===== src/rtl/and_rr_arbiter_pkg.sv =====
// and_arb_pkg: shared FSM state type, id-width helper and statistics width for the AND arbiter
package and_arb_pkg;
  typedef enum logic [1:0] {IDLE, GRANT, EXEC, DONE} arb_state_e;
  localparam int STATS_W = 16;
  function automatic int idw_f(input int n);
    return (n > 1) ? $clog2(n) : 1;
  endfunction
endpackage


===== src/rtl/and_rr_arbiter_if.sv =====
// and_rr_arbiter_if: requester/result bundle of the AND arbiter; outopcnt exists only with AND_ARB_STATS_EN
interface and_rr_arbiter_if #(parameter int NREQ = 4, parameter int W = 1);
  localparam int IDW = and_arb_pkg::idw_f(NREQ);
  logic [NREQ-1:0] inreq;
  logic [NREQ*W-1:0] ina;
  logic [NREQ*W-1:0] inb;
  logic [NREQ-1:0] outgnt;
  logic outen;
  logic outvalid;
  logic [W-1:0] outy;
  logic [IDW-1:0] outid;
  logic outbusy;
`ifdef AND_ARB_STATS_EN
  logic [and_arb_pkg::STATS_W-1:0] outopcnt;
`endif
  modport master (
    output inreq, ina, inb,
    input outgnt, outen, outvalid, outy, outid, outbusy
`ifdef AND_ARB_STATS_EN
    , input outopcnt
`endif
  );
  modport slave (
    input inreq, ina, inb,
    output outgnt, outen, outvalid, outy, outid, outbusy
`ifdef AND_ARB_STATS_EN
    , output outopcnt
`endif
  );
endinterface


===== src/rtl/and_rr_arbiter_rr_pick.sv =====
// rr_pick: combinational round-robin search starting one past ptr, wrapping modulo NREQ
module rr_pick #(
  parameter int NREQ = 4,
  parameter int IDW = 2
) (
  input  logic [NREQ-1:0] req,
  input  logic [IDW-1:0]  ptr,
  output logic            any,
  output logic [IDW-1:0]  idx
);
  logic [IDW-1:0] c;
  // walk from the farthest candidate to the nearest so the nearest requester overwrites the rest
  always_comb begin
    any = |req;
    idx = '0;
    c = '0;
    for (int i = NREQ; i >= 1; i--) begin
      c = IDW'((int'(ptr) + i) % NREQ);
      if (req[c]) idx = c;
    end
  end
endmodule


===== src/rtl/and_rr_arbiter.sv =====
// and_rr_arbiter: round-robin sequencer sharing one registered AND unit; AND_ARB_STATS_EN adds an op counter
module and_rr_arbiter
  import and_arb_pkg::*;
#(
  parameter int NREQ = 4,
  parameter int W = 1
) (
  input logic inclk,
  input logic inrst_n,
  and_rr_arbiter_if.slave bus
);
  localparam int IDW = idw_f(NREQ);
  arb_state_e st;
  logic [IDW-1:0] ptr, win, pick;
  logic any;
  logic [W-1:0] opa, opb, res;

  rr_pick #(.NREQ(NREQ), .IDW(IDW)) u_pick (
    .req(bus.inreq),
    .ptr(ptr),
    .any(any),
    .idx(pick)
  );

  // sequencer: outputs are registered from the current state, so each pulse lags its state by one edge
  always_ff @(posedge inclk or negedge inrst_n) begin
    if (!inrst_n) begin
      st <= IDLE;
      ptr <= IDW'(NREQ - 1);
      win <= '0;
      opa <= '0;
      opb <= '0;
      res <= '0;
      bus.outgnt <= '0;
      bus.outen <= 1'b0;
      bus.outvalid <= 1'b0;
      bus.outy <= '0;
      bus.outid <= '0;
      bus.outbusy <= 1'b0;
    end else begin
      bus.outgnt <= (st == GRANT) ? NREQ'(1) << win : '0;
      bus.outen <= st == EXEC;
      bus.outvalid <= st == DONE;
      bus.outbusy <= (st == IDLE) ? any : st != DONE;
      case (st)
        IDLE: if (any) begin
          win <= pick;
          st <= GRANT;
        end
        GRANT: begin
          opa <= bus.ina[win*W +: W];
          opb <= bus.inb[win*W +: W];
          st <= EXEC;
        end
        EXEC: begin
          res <= opa & opb;
          st <= DONE;
        end
        default: begin
          bus.outy <= res;
          bus.outid <= win;
          ptr <= win;
          st <= IDLE;
        end
      endcase
    end
  end

`ifdef AND_ARB_STATS_EN
  logic [STATS_W-1:0] opcnt;
  assign bus.outopcnt = opcnt;
  // saturating count of completed operations, bumped on the edge that raises outvalid
  always_ff @(posedge inclk or negedge inrst_n) begin
    if (!inrst_n) opcnt <= '0;
    else if (st == DONE && opcnt != '1) opcnt <= opcnt + 1'b1;
  end
`endif
endmodule


===== src/flat_wrapper.sv =====
// flat-port wrapper written by rule: the top's interface ports become plain ports
module and_rr_arbiter_flat import and_arb_pkg::*;
#(
  parameter int NREQ = 4,
  parameter int W = 1
)
  (inclk, inrst_n, bus_inreq, bus_ina, bus_inb, bus_outgnt, bus_outen, bus_outvalid, bus_outy, bus_outid, bus_outbusy);
  and_rr_arbiter_if #(.NREQ(NREQ), .W(W)) bus_i ();
  input logic inclk;
  input logic inrst_n;
  input wire logic [$bits(bus_i.inreq)-1:0] bus_inreq;
  input wire logic [$bits(bus_i.ina)-1:0] bus_ina;
  input wire logic [$bits(bus_i.inb)-1:0] bus_inb;
  output wire logic [$bits(bus_i.outgnt)-1:0] bus_outgnt;
  output wire logic [$bits(bus_i.outen)-1:0] bus_outen;
  output wire logic [$bits(bus_i.outvalid)-1:0] bus_outvalid;
  output wire logic [$bits(bus_i.outy)-1:0] bus_outy;
  output wire logic [$bits(bus_i.outid)-1:0] bus_outid;
  output wire logic [$bits(bus_i.outbusy)-1:0] bus_outbusy;
  assign bus_i.inreq = bus_inreq;
  assign bus_i.ina = bus_ina;
  assign bus_i.inb = bus_inb;
  assign bus_outgnt = bus_i.outgnt;
  assign bus_outen = bus_i.outen;
  assign bus_outvalid = bus_i.outvalid;
  assign bus_outy = bus_i.outy;
  assign bus_outid = bus_i.outid;
  assign bus_outbusy = bus_i.outbusy;
  and_rr_arbiter #(.NREQ(NREQ), .W(W)) u_core (.inclk(inclk), .inrst_n(inrst_n), .bus(bus_i));
endmodule

===== config.mk =====
export PLATFORM = sky130hd
export DESIGN_NAME = and_rr_arbiter_flat
export DESIGN_NICKNAME = d
export VERILOG_FILES = /design/src/rtl/and_rr_arbiter_pkg.sv /design/src/rtl/and_rr_arbiter_if.sv /design/src/rtl/and_rr_arbiter_rr_pick.sv /design/src/rtl/and_rr_arbiter.sv /design/src/flat_wrapper.sv
export SDC_FILE = /design/constraint.sdc
export NUM_CORES = 1
export LEC_CHECK = 0
export BUFFER_PORTS_ARGS = -buffer_cell sky130_fd_sc_hd__buf_4
export CORE_MARGIN = 10
export CORE_UTILIZATION = 42
export CTS_CLUSTER_DIAMETER = 120
export CTS_CLUSTER_SIZE = 14
export DETAILED_ROUTE_END_ITERATION = 7
export PLACE_DENSITY = 0.78
export SKIP_CTS_REPAIR_TIMING = 1
export SLEW_MARGIN = 40
export SYNTH_ARGS = -nofsm -noshare
export SYNTH_HDL_FRONTEND = slang
export SYNTH_SLANG_ARGS = --single-unit

===== constraint.sdc =====
create_clock -name inclk -period 1.37 [get_ports inclk]
set_clock_uncertainty 0.1 [all_clocks]
set_input_delay 0.274 -clock inclk [delete_from_list [all_inputs] [get_ports inclk]]
set_output_delay 0.274 -clock inclk [all_outputs]
set_load 0.02 [all_outputs]

==> flow_summary.toml <==
[run_status]
outcome = "complete, but fails checks"
violations = "negative setup slack"

[worst_setup_path]
worstSetupPathType = "flop to flop"
worstRegToRegCells = 3
startpoint_type = "flop"
cp_data_required_time_ns = 1.47
r2r_end = "u_core.st[0]"
ff2ff_setup_slack_ns = -0.002
cp-end-kind = "flop"
cp.arrival_ns = 1.47
crit_fanout = 5
regToRegStartpoint = "u_core.st[0]"

[placed_design]
post_dp_cell_area_um2 = 1180
dpl.cell_count = 139
numPortBuffers = 23
gp_congestion = 0.849
dp.final_hpwl_mm = 1.66

[power]
p_sw_uw = 988
p_leak_nw = 0.621
peakVddDrop_mv = 1.23
p_seq_share_pct = 37.1
power_frac_comb_pct = 52.3
cellInternalPower_mw = 1.62
p_per_area_nw_per_um2 = 2060
clockPowerShare_pct = 10.6
p_sw_share_pct = 37.9
power_mw = 2.61

[clock_network]
cts_tree = "built"
clk_latency_ns = 0.30
cts.clk_slew.worst_paths_ns = 0.11
clockBufferDepth = 2
htreeDepth = 1
cts_buffers = 3
clock-root-buffer = "clkbuf_4"
cts.sink_count = 19

[yosys]
synth_top_family_by_area = "compound AO/OA/AOI/OAI gates"
synth_xor_area_share_pct = 0
syn_area_um2 = 908
synthCells = 81
muxShareOfSynthArea_pct = 7.58
avgSynthCellArea_um2 = 11.2
ys_seq_elements = 19
synthAdderAreaFrac_pct = 6.89
ys_warn_count = 0
synthSimpleGateAreaFrac_pct = 12.5
synth_compound_area_share_pct = 14.0
ys_types = 28
yosysSeqAreaShare_pct = 52.6
syn-num-nets = 100

[finish]
final_area_um2 = 1260
final_layout_size_suffix_gt1_share_pct = 48.3
multi_input_area_um2 = 413
num_antenna_cells = 0
seq_area_um2 = 479
n_fill_cell = 169
stdcell_count = 145
fin_util_pct = 63.1
nets = 138
area_delta_synth_final_pct = 39.1

[routing]
drt_wl_total_mm = 2.19
route.detailed.drc = 0
drt_pre_antenna_iters = 4
vias = 737
ant_nets = 0
avgRoutedWirePerCell_um = 15.1
viasPerCell = 5.08
first_iter_violations = 25

[die]
ios = 24
start_util_pct = 45.4
placeableCoreArea_um2 = 2000
die_area_um2 = 4420
die_y_um = 66.5
rows = 16
die_x_um = 66.5

[sta]
min_period_ns = 1.37
worst_pin_slew_ns = 0.244
setup_slack_ns = -0.00173
finalHoldViolCount = 0
period_share_pct = 100
drv_slew = 0
max_slew_margin_pct = 83.6
grt_setup_unrepaired = "true"
fmax_mhz = 729
setup-violations-final = 1
final.setup.tns_ns = -0.00173

[grt]
grtUsageMet1_pct = 8.32
grt_pass1_vias = 721
antenna_found_initial = 0
busiest_layer = "met2"
grt_max_degree = 20
grt-ovfl-total = 0
grt_pass1_wl_mm = 3.17
use_met3_pct = 5.18
grtUsageMet2_pct = 17.5
grt_use_total_pct = 9.18

[hold_path]
holdPathEnd = "u_core.opa"
whs_path_depth = 3
min-delay-start = "bus_ina[1]"
hp-class = "input pin to flop"

[run]
maxCapViolCount = 0
## worst max-delay path, cell delays in order, from the launching register on
cell	delay [ns]
dfrtp_2	0.45
ha_1	0.24
or3b_4	0.40
o311ai_2	0.07
## final cells by class
type                            instances  share of cell area (%)
Tap cell                               27                    2.67
Sequential cell                        19                    37.9
Inverter                               12                    3.56
Multi-Input combinational cell         48                    32.7
Clock buffer                            3                    1.78
Clock inverter                          1                   0.396
Timing Repair Buffer                   35                    21.0
## cell usage in the layout, fill, tap and decap left out, types with 2 or more instances in the layout
cell	netlist	final
ha_4	0	2
mux2i_1	2	2
clkbuf_4	0	3
nor2_1	3	3
inv_2	0	2
mux2_2	3	3
o221ai_1	3	3
buf_4	1	34
dfstp_2	2	2
nand2_1	7	7
inv_1	12	10
o21ai_0	5	4
ha_1	5	2
dfrtp_1	17	16
a21oi_1	2	2
o211ai_1	3	3
## layer usage
layer  share of wire, %  up-vias
li1                   -      350
met1                 37      363
met2                 55       18
met3                5.5        6
met4                2.4        0
met5                  0        -
## power groups by stage
| stage | clock (mW) | combinational [mW] | sequential [mW] |
|---|---|---|---|
| 2_1_floorplan | 0 | 0.634 | 1.05 |
| 5_1_grt | 0.300 | 1.48 | 0.997 |
| 6_report | 0.277 | 1.36 | 0.967 |
| 3_3_place_gp | 0 | 1.18 | 0.953 |
| 3_5_place_dp | 0 | 1.22 | 0.966 |
| 4_1_cts | 0.282 | 1.24 | 0.958 |
## registers in the layout (all words and copies together), names as in the netlist, 2 cells and up
name               flops
u_core.bus.outid       2
u_core.ptr             2
u_core.win             2
u_core.bus.outgnt      4
u_core.st              2
## cells in the mapped netlist (all sizes together)
master   count  area share [%]
and2         1            0.69
and3b        1             1.1
nand3        1            0.55
nor4         1             2.3
nor2b        2             1.4
nand2        8             3.6
a21oi        2             1.1
o311ai       1            0.96
ha           5             6.9
dfstp        2             5.8
o221a        1             1.2
and3         1            0.69
dfrtp       17              47
inv         12             5.0
buf          2             1.4
o21ai        5             2.8
mux2i        2             2.2
o2bb2ai      1            0.96
or3b         1            0.96
o211ai       3             2.5
mux2         4             5.4
o21bai       1            0.83
o221ai       3             2.9
a21boi       1            0.83
nor2         3             1.2
## kinds of logic (layout without fill, tap and decap cells)
logic type	after synthesis	in the layout
buffers and inverters	14	51
AO/OA/AOI/OAI	18	18
adder cells (fa/ha/maj)	5	5
AND/OR/NAND/NOR	19	19
flip-flops	19	19
multiplexers	6	6
## stage by stage
step	hold WS (ns)	worst slack (ns)
2_1_floorplan	-0.122	-0.0142
3_3_place_gp	0.0552	-0.00746
3_5_place_dp	0.0557	-0.0594
4_1_cts	-0.273	-0.0927
5_1_grt	0.223	-0.0368
6_report	0.203	-0.00173
## how the worst max path moves through the flow
stage	from	cells after the start	endpoint
final	u_core.st[0]	3	u_core.st[0]
after CTS	u_core.st[0]	4	u_core.st[0]
after floorplan	u_core.st[0]	5	u_core.st[0]
after global placement	u_core.st[0]	4	u_core.st[0]
after detailed placement	u_core.st[0]	4	u_core.st[0]
after global routing	u_core.st[0]	4	u_core.st[0]
No activity file was read; power rests on OpenSTA's default activity.
